[config.mk]
export PLATFORM = sky130hd
export DESIGN_NAME = adder_frame_scheduler_flat
export DESIGN_NICKNAME = d
export VERILOG_FILES = /design/src/rtl/adder_frame_scheduler_if.sv /design/src/rtl/adder_frame_scheduler.sv /design/src/flat_wrapper.sv
export SDC_FILE = /design/constraint.sdc
export NUM_CORES = 1
export LEC_CHECK = 0
export ABC_AREA = 1
export BUFFER_PORTS_ARGS = -buffer_cell sky130_fd_sc_hd__clkbuf_2
export CORE_UTILIZATION = 35
export DETAILED_ROUTE_END_ITERATION = 12
export PLACE_DENSITY_LB_ADDON = 0.25
export SYNTH_ARGS = -nofsm -noshare
export SYNTH_HDL_FRONTEND = slang
export SYNTH_SLANG_ARGS = --single-unit
[constraint.sdc]
create_clock -name clk -period 1.8 [get_ports clk]
set_input_delay 0.36 -clock clk [delete_from_list [all_inputs] [get_ports clk]]
set_output_delay 0.36 -clock clk [all_outputs]
set_load 0.01 [all_outputs]
[src/rtl/adder_frame_scheduler_if.sv]
// Handshake bundle between two operand requesters, the frame scheduler and the result consumer.
interface adder_frame_scheduler_if #(
    parameter int unsigned ADDER_WIDTH = 14,
    parameter int unsigned LEVELS      = 3
);
    logic                          a_valid;
    logic                          a_ready;
    logic [ADDER_WIDTH-1:0]        a_data;
    logic                          a_last;
    logic                          b_valid;
    logic                          b_ready;
    logic [ADDER_WIDTH-1:0]        b_data;
    logic                          b_last;
    logic                          out_valid;
    logic                          out_ready;
    logic [ADDER_WIDTH+LEVELS-1:0] out_sum;
    logic                          out_src;
    logic [LEVELS:0]               out_count;

    modport master (
        output a_valid, a_data, a_last, b_valid, b_data, b_last, out_ready,
        input  a_ready, b_ready, out_valid, out_sum, out_src, out_count
    );

    modport slave (
        input  a_valid, a_data, a_last, b_valid, b_data, b_last, out_ready,
        output a_ready, b_ready, out_valid, out_sum, out_src, out_count
    );
endinterface

[src/rtl/adder_frame_scheduler.sv]
// Round-robin frame scheduler sharing one accumulating adder between two requesters.
// Each granted frame is summed serially, one operand per cycle, up to 2**LEVELS operands.
module adder_frame_scheduler #(
    parameter int unsigned ADDER_WIDTH = 14,
    parameter int unsigned LEVELS      = 3
) (
    input  logic                    clk,
    input  logic                    rst,
    adder_frame_scheduler_if.slave  bus,
    output logic                    busy
);
    localparam int unsigned ACC_W = ADDER_WIDTH + LEVELS;
    localparam int unsigned CNT_W = LEVELS + 1;
    localparam int unsigned N     = 1 << LEVELS;

    typedef enum logic [1:0] {S_IDLE, S_ARB, S_ACCUM, S_HOLD} state_e;

    state_e             state_q, state_d;
    logic               grant_q, grant_d;
    logic               last_src_q, last_src_d;
    logic [ACC_W-1:0]   acc_q, acc_d;
    logic [CNT_W-1:0]   cnt_q, cnt_d;
    logic [ACC_W-1:0]   out_sum_q, out_sum_d;
    logic               out_src_q, out_src_d;
    logic [CNT_W-1:0]   out_count_q, out_count_d;
    logic               a_ready_q, a_ready_d;
    logic               b_ready_q, b_ready_d;
    logic               out_valid_q, out_valid_d;
    logic               busy_q, busy_d;

    logic                   sel_valid;
    logic                   sel_last;
    logic                   sel_ready;
    logic [ADDER_WIDTH-1:0] sel_data;
    logic [ACC_W-1:0]       acc_sum;
    logic [CNT_W-1:0]       cnt_inc;

    // Datapath mux onto the shared adder, steered by the registered grant
    always_comb begin
        sel_valid = grant_q ? bus.b_valid : bus.a_valid;
        sel_last  = grant_q ? bus.b_last  : bus.a_last;
        sel_data  = grant_q ? bus.b_data  : bus.a_data;
        sel_ready = grant_q ? b_ready_q   : a_ready_q;
        acc_sum   = acc_q + ACC_W'(sel_data);
        cnt_inc   = cnt_q + CNT_W'(1);
    end

    always_comb begin
        state_d     = state_q;
        grant_d     = grant_q;
        last_src_d  = last_src_q;
        acc_d       = acc_q;
        cnt_d       = cnt_q;
        out_sum_d   = out_sum_q;
        out_src_d   = out_src_q;
        out_count_d = out_count_q;

        unique case (state_q)
            S_IDLE: begin
                if (bus.a_valid || bus.b_valid) state_d = S_ARB;
            end
            S_ARB: begin
                // On a tie the requester that did not own the previous frame wins
                if (bus.a_valid || bus.b_valid) begin
                    if (bus.a_valid && bus.b_valid) grant_d = ~last_src_q;
                    else                            grant_d = bus.b_valid;
                    last_src_d = grant_d;
                    acc_d      = '0;
                    cnt_d      = '0;
                    state_d    = S_ACCUM;
                end else begin
                    state_d = S_IDLE;
                end
            end
            S_ACCUM: begin
                if (sel_valid && sel_ready) begin
                    acc_d = acc_sum;
                    cnt_d = cnt_inc;
                    // Close on last, or force-close once the frame holds N operands
                    if (sel_last || (cnt_inc == CNT_W'(N))) begin
                        out_sum_d   = acc_sum;
                        out_src_d   = grant_q;
                        out_count_d = cnt_inc;
                        state_d     = S_HOLD;
                    end
                end
            end
            S_HOLD: begin
                if (bus.out_ready) state_d = S_IDLE;
            end
            default: state_d = S_IDLE;
        endcase

        a_ready_d   = (state_d == S_ACCUM) && !grant_d;
        b_ready_d   = (state_d == S_ACCUM) &&  grant_d;
        out_valid_d = (state_d == S_HOLD);
        busy_d      = (state_d != S_IDLE);
    end

    always_ff @(posedge clk or posedge rst) begin
        if (rst) begin
            state_q     <= S_IDLE;
            grant_q     <= 1'b0;
            last_src_q  <= 1'b1;
            acc_q       <= '0;
            cnt_q       <= '0;
            out_sum_q   <= '0;
            out_src_q   <= 1'b0;
            out_count_q <= '0;
            a_ready_q   <= 1'b0;
            b_ready_q   <= 1'b0;
            out_valid_q <= 1'b0;
            busy_q      <= 1'b0;
        end else begin
            state_q     <= state_d;
            grant_q     <= grant_d;
            last_src_q  <= last_src_d;
            acc_q       <= acc_d;
            cnt_q       <= cnt_d;
            out_sum_q   <= out_sum_d;
            out_src_q   <= out_src_d;
            out_count_q <= out_count_d;
            a_ready_q   <= a_ready_d;
            b_ready_q   <= b_ready_d;
            out_valid_q <= out_valid_d;
            busy_q      <= busy_d;
        end
    end

    assign bus.a_ready   = a_ready_q;
    assign bus.b_ready   = b_ready_q;
    assign bus.out_valid = out_valid_q;
    assign bus.out_sum   = out_sum_q;
    assign bus.out_src   = out_src_q;
    assign bus.out_count = out_count_q;
    assign busy          = busy_q;
endmodule

[src/flat_wrapper.sv]
// flat-port wrapper written by rule: the top's interface ports become plain ports
module adder_frame_scheduler_flat 
#(
    parameter int unsigned ADDER_WIDTH = 14,
    parameter int unsigned LEVELS      = 3
)
  (clk, rst, busy, bus_a_valid, bus_a_data, bus_a_last, bus_b_valid, bus_b_data, bus_b_last, bus_out_ready, bus_a_ready, bus_b_ready, bus_out_valid, bus_out_sum, bus_out_src, bus_out_count);
  adder_frame_scheduler_if #(.ADDER_WIDTH(ADDER_WIDTH), .LEVELS(LEVELS)) bus_i ();
  input  logic clk;
  input  logic rst;
  output logic busy;
  input wire logic [$bits(bus_i.a_valid)-1:0] bus_a_valid;
  input wire logic [$bits(bus_i.a_data)-1:0] bus_a_data;
  input wire logic [$bits(bus_i.a_last)-1:0] bus_a_last;
  input wire logic [$bits(bus_i.b_valid)-1:0] bus_b_valid;
  input wire logic [$bits(bus_i.b_data)-1:0] bus_b_data;
  input wire logic [$bits(bus_i.b_last)-1:0] bus_b_last;
  input wire logic [$bits(bus_i.out_ready)-1:0] bus_out_ready;
  output wire logic [$bits(bus_i.a_ready)-1:0] bus_a_ready;
  output wire logic [$bits(bus_i.b_ready)-1:0] bus_b_ready;
  output wire logic [$bits(bus_i.out_valid)-1:0] bus_out_valid;
  output wire logic [$bits(bus_i.out_sum)-1:0] bus_out_sum;
  output wire logic [$bits(bus_i.out_src)-1:0] bus_out_src;
  output wire logic [$bits(bus_i.out_count)-1:0] bus_out_count;
  assign bus_i.a_valid = bus_a_valid;
  assign bus_i.a_data = bus_a_data;
  assign bus_i.a_last = bus_a_last;
  assign bus_i.b_valid = bus_b_valid;
  assign bus_i.b_data = bus_b_data;
  assign bus_i.b_last = bus_b_last;
  assign bus_i.out_ready = bus_out_ready;
  assign bus_a_ready = bus_i.a_ready;
  assign bus_b_ready = bus_i.b_ready;
  assign bus_out_valid = bus_i.out_valid;
  assign bus_out_sum = bus_i.out_sum;
  assign bus_out_src = bus_i.out_src;
  assign bus_out_count = bus_i.out_count;
  adder_frame_scheduler #(.ADDER_WIDTH(ADDER_WIDTH), .LEVELS(LEVELS)) u_core (.clk(clk), .rst(rst), .bus(bus_i), .busy(busy));
endmodule
# After elaboration in Yosys (flattened, before gate mapping)
# Index checks and enable logic that the tools add are counted.
dict set report totals {
  ff_bits 51
  latch_bits 0
  ram_bits 0
  romBits 0
  input_bits 35
  out_inout_bits 26
  elab_cells 55
  memories 0
}
dict set report op_classes {
  addsub 2
  n_mul 0
  div 0
  magnitude_cmp 0
  eq_ne 8
  shifts 0
  mux 19
  bitwise 1
  reduce_logical 13
}
# operator n
set op_table {}
lappend op_table {{2-to-1 mux 17 bit} 2}
lappend op_table {{one-hot mux 17 bit (2 select lines)} 1}
lappend op_table {{adder 17 x 14 -> 17 bit} 1}
lappend op_table {{2-to-1 mux 14 bit} 1}
lappend op_table {{2-to-1 mux 2 bit} 5}
lappend op_table {{equality test 2 bit (second input constant)} 4}
lappend op_table {{2-to-1 mux 4 bit} 2}
lappend op_table {{one-hot mux 2 bit (4 select lines)} 1}
lappend op_table {{one-hot mux 4 bit (2 select lines)} 1}
lappend op_table {{2-to-1 mux 1 bit} 6}
lappend op_table {{AND reduction 3 bit} 2}
lappend op_table {{adder 4 x 1 -> 4 bit (second input constant)} 1}
lappend op_table {{equality test 4 bit (second input constant)} 1}
lappend op_table {{logical AND 1 bit} 4}
lappend op_table {{!= test 2 x 1 -> 1 bit (second input constant)} 2}
lappend op_table {{nonzero test 2 bit} 2}
lappend op_table {{equality test 2 x 1 -> 1 bit (second input constant)} 1}
lappend op_table {{logical NOT 2 bit} 1}
lappend op_table {{logical OR 1 bit} 2}
lappend op_table {{AND reduction 2 bit} 1}
lappend op_table {{logical NOT 1 bit} 1}
lappend op_table {{inverter 1 bit} 1}

# Depth between registers and ports, before layout
dict set report depth {
  ltp_word 8
  depth_mapped 15
  mapped_depth_nobuf 14
}

# Worst setup path after synthesis
# OpenSTA, ideal clock, no wires.
dict set report synth_timing {
  kind {reg2reg}
  from {register u_core.grant_q}
  to {register u_core.acc_q[16]}
  setup_ps 117
  arrival_time_ps 1882
  t_required_ps 1683
  setup_slack_ps -199
  path_stages_with_launch 15
  path_buffers 2
  period_less_slack_ps 1999
  cell_sequence {dfrtp_1 > buf_6 > inv_6 > clkbuf_1 > nand2_1 > nand2_1 > fa_1 > nand3_1 > nand3_1 > nand2_1 > nand2_1 > nand2_1 > nand3_1 > nand3_1 > nand2_1}
}
dict set report synth_between {
  elab_chain_len 4
  word_cells_on_any_way 9
  cone_classes {add/sub: 1; eq/ne: 1; mux: 5; reduce/logical: 2}
}
# item line_no
set synth_rtl {}
lappend synth_rtl {{start: declaration} adder_frame_scheduler.sv:19} ;# logic grant_q, grant_d;
lappend synth_rtl {{start signal: assignment} adder_frame_scheduler.sv:116} ;# grant_q <= grant_d;
lappend synth_rtl {{2-to-1 mux 14 bit, or another cell as far along} adder_frame_scheduler.sv:42} ;# sel_data = grant_q ? bus.b_data : bus.a_data;
lappend synth_rtl {{adder 17 x 14 -> 17 bit / logical AND 1 bit (equally long branches)} {adder_frame_scheduler.sv:44, adder_frame_scheduler.sv:76}}
lappend synth_rtl {{2-to-1 mux 17 bit / != test 2 x 1 -> 1 bit (equally long branches)} -}
lappend synth_rtl {{one-hot mux 17 bit (2 select lines) / AND reduction 3 bit (equally long branches)} -}
lappend synth_rtl {{end signal: assignment} adder_frame_scheduler.sv:105} ;# acc_q <= '0;
lappend synth_rtl {{end signal: assignment} adder_frame_scheduler.sv:118} ;# acc_q <= acc_d;
lappend synth_rtl {{end: declaration} adder_frame_scheduler.sv:21} ;# logic [ACC_W-1:0] acc_q, acc_d;
# Several ways; a longest one is shown, not always the timed one. The select of a mux whose other input is x is not followed.
# A chain may end at the register's enable or synchronous reset.

# Final worst setup path
dict set report layout_timing {
  from {register u_core.grant_q}
  to {register u_core.out_sum_q[16] (netlist: u_core.bus.out_sum[16])}
}
dict set report layout_between {
  elab_chain_len 3
  word_cells_on_any_way 8
  cone_classes {add/sub: 1; mux: 4; reduce/logical: 3}
}
# item line_no
set layout_rtl {}
lappend layout_rtl {{parallel branches: the longest is 3 deep, another holds adder 17 x 14 -> 17 bit} -}
lappend layout_rtl {{end signal: assignment} adder_frame_scheduler.sv:120} ;# out_sum_q <= out_sum_d;
lappend layout_rtl {{end: declaration} adder_frame_scheduler.sv:23} ;# logic [ACC_W-1:0] out_sum_q, out_sum_d;
# Several ways; the timed one is not identified.

==> results by group <==
Power and ir drop
  – Max IR drop VDD: 1.070 mV
  – Leakage: 2.528 nW
  – PD cells: 1263 nW/um^2

Clocking
  – Sink Count: 51
  – Hold-fix buffer count after cts: 0
  – Total CTS buffers: 5
  – CTS tree: built
  – Root Driver: clkbuf_8
  – Clock tree buffer depth: 2
  – Clk slew on worst S/H paths: 100 ps
  – Clock Latency Late Sink: between 300 and 400 ps
  – CTS H-Tree Depth: 2

Synthesis
  – Synth unique cells: 37
  – Synth async-reset ratio: 1.000
  – Post-synth top area share: 0.3792
  – Synth area leader: dfrtp_1
  – Yosys warns: 0
  – Syn nets: 517
  – Syn avg cell area: 7.142 um^2
  – Number of synthesized register bits: just over 50
  – Synth area leaders: dfrtp_1 (38%), nand2_1 (25%), ha_1 (7.2%)
  – Mapped Area: 3299 um^2
  – Post-synth EDFFs: 0
  – Seq/Total Area, Yosys: 0.3872
  – Commonest cells in the netlist: nand2_1 (224), inv_1 (58), dfrtp_1 (50)
  – Cells after synthesis: between 400 and 500
  – Top FF cell, synth: dfrtp_1
  – Count leader, synth: nand2_1

Timing
  – Clock skew: approximately 17 ps
  – Count of final max-slew check failures: 0
  – Final hold vios: 0
  – RSZ-0062 raised after global routing: yes
  – Maximum clock rate: 495.4 MHz
  – Fin crit period: just over 2000 ps
  – Setup ws final: -218.7 ps
  – Slew HR: 0.6649
  – Setup violations, final: 28
  – Worst-Margin Slew: 502.0 ps
  – Final worst-path cycle share: 1.121

Detailed routing
  – Post-route ant nets: 0
  – Vias/cell: 4.733
  – DRT Pass-1 Iters: 8
  – Post-DR wirelength/cell: 13.44 um
  – WL final: 8.926 mm
  – DR iter-0 viols: 126
  – Drt drc: 2
  – Vias: 3143

Setup path
  – CP Buf/Inv Count: 1
  – Critical Path RT: about 2000 ps
  – Largest stage delay on the critical path: approximately 480 ps
  – CP arrival: 2210 ps
  – CP startpoint kind: flop
  – Critical Path End Type: flop
  – Slowest stage cell on the critical path: dfrtp_2
  – Critical setup path kind: reg2reg
  – RR Startpoint: u_core.grant_q$_DFF_PP0_
  – Kind of cell adding the most delay to the critical path: simple AND/OR/NAND/NOR gates
  – Critical Path Source: u_core.grant_q$_DFF_PP0_
  – Crit-path max FO: 4
  – Worst-path cell chain: buf_6 -> nand2_2 -> nand2_2 -> ha_4 -> fa_2 -> nand3_2 -> nand3_2 -> nand2_2 -> nand2_4 -> nand2_4 -> nand3_2 -> nand3_1 -> nand2_1

Flow run
  – Max_cap viols: 0

Global routing
  – Vias in the first global route: between 3000 and 4000
  – Initial antenna violation count: 0
  – Largest net degree at the start of global routing: 21
  – All-Layer GR Usage: 0.1874
  – First-pass GRT wire length: 14.39 mm
  – GRT overflow: 0

Die
  – Die area: 9819 um^2
  – Initial Utilization: 0.3588
  – Ports: 61
  – Core area: 9196 um^2
  – Die height: about 100 um
  – Row cnt: 35
  – Die Width: 99.09 um

Layout
  – Ant. Diodes: 0
  – Layout cells sized above 1: 0.3382
  – Area added between synthesis and finish: 36.18%
  – Finished Core Util: 0.4886
  – Filler cells: 909
  – Final Instance Area: 4493 um^2
  – Fin nets: 607

Status
  – Failing checks: DRC, setup timing
  – Status: finished, violations left

Worst hold path
  – Min-Delay Path Class: in2async

Place
  – Final RePlAce weighted congestion: 0.8833
  – PortBufs: 60
  – Placed instance area: approximately 4100 um^2
  – DPL Wire Length: 6.240 mm
-- state kept, by name (all words and copies together) (netlist names) --
register and count:
u_core.bus.out_count 4, u_core.bus.out_valid 1, u_core.bus.b_ready 1, u_core.state_q 2, u_core.cnt_q 4, u_core.acc_q 17
u_core.bus.out_sum 17, u_core.last_src_q 1, u_core.bus.out_src 1, u_core.bus.a_ready 1, u_core.busy 1, u_core.grant_q 1
-- report_power, final --
group	total [mW]	switching [mW]	internal (mW)	leakage, nW
Sequential	1.64	0.207	1.43	0.681
Clock	0.709	0.397	0.312	0.0482
Combinational	3.33	1.90	1.43	1.80
-- timing repair --
action,in CTS,in global routing
buffers inserted,2,4
gates resized for setup,17,48
pin swaps,7,6
endpoints found under the setup margin,30,31
-- stage by stage --
step	power [mW]	hold WS [ps]	cells	TNS, ps	setup slack (ps)
floorplan	3.546	447.3	462	-127.1	-32.63
global placement	4.513	396.6	650	-3771	-182.1
detailed placement	4.569	405.7	650	-4531	-227.6
CTS	5.395	64.05	660	-3122	-183.0
global route	6.130	75.23	664	-7471	-346.0
finish	5.677	54.87	664	-3838	-218.7
-- final cells by class --
cell class / instances / area, um^2 / share of cell area
clock buffer: 7 / 86.33 / 0.01921
timing repair buffer: 93 / 615.6 / 0.1370
sequential: 51 / 1279 / 0.2846
inverter: 62 / 245.2 / 0.05458
multi-input combinational: 339 / 2123 / 0.4726
tap: 111 / 138.9 / 0.03091
clock inverter: 1 / 5.005 / 0.001114
-- per-layer routing --
| layer | track usage | share of wire | vias up |
|---|---|---|---|
| met4 | 0.04751 | 0.014 | 0 |
| met2 | 0.3254 | 0.49 | 67 |
| met1 | 0.2424 | 0.45 | 1470 |
| met5 | 0 | 0 | - |
| li1 | - | - | 1596 |
| met3 | 0.03373 | 0.040 | 10 |
-- layout by cell type, fill, tap and decap left out, types with 2 or more instances in the layout --
| cell type | n |
|---|---|
| a21oi_1 | 4 |
| a21oi_2 | 6 |
| a22o_1 | 6 |
| buf_12 | 3 |
| buf_4 | 23 |
| buf_6 | 6 |
| clkbuf_2 | 60 |
| clkbuf_8 | 6 |
| dfrtp_1 | 49 |
| ha_1 | 5 |
| ha_4 | 14 |
| inv_1 | 55 |
| inv_2 | 5 |
| nand2_1 | 197 |
| nand2_2 | 27 |
| nand2_4 | 2 |
| nand3_1 | 22 |
| nand3_2 | 8 |
| nand3_4 | 3 |
| nand3b_1 | 2 |
| nand4_1 | 2 |
| nor2_1 | 12 |
| nor2_2 | 2 |
| nor3_2 | 3 |
| o21ai_0 | 3 |
| o21ai_2 | 2 |
| xor2_2 | 5 |
| xor2_4 | 2 |
-- worst paths after layout --
check,cells past startpoint,endpoint,slack (ps)
setup / recovery,13,u_core.bus.out_sum[16]$_DFFE_PP0P_,-220
hold reg to reg,2,u_core.last_src_q$_DFFE_PP1P_,470
setup reg to reg,13,u_core.bus.out_sum[16]$_DFFE_PP0P_,-220
max in group asynchronous,3,u_core.acc_q[14]$_DFFE_PP0P_,1160
hold / removal,2,u_core.acc_q[16]$_DFFE_PP0P_,50
min in group clk,4,u_core.last_src_q$_DFFE_PP1P_,380
-- kinds of logic (layout without fill, tap and decap cells) --
| family | Yosys count | in the layout | synth area share |
|---|---|---|---|
| AOI/OAI and AO/OA | 26 | 26 | 0.05537 |
| DFF | 51 | 51 | 0.3872 |
| buffers and inverters | 72 | 163 | 0.09898 |
| muxes | 1 | 1 | 0.003034 |
| adders and majority gates | 20 | 20 | 0.07812 |
| xor gates and xnor gates | 8 | 8 | 0.02124 |
| and+or+nand+nor | 284 | 284 | 0.3561 |
No activity file was read; power rests on OpenSTA's default activity.
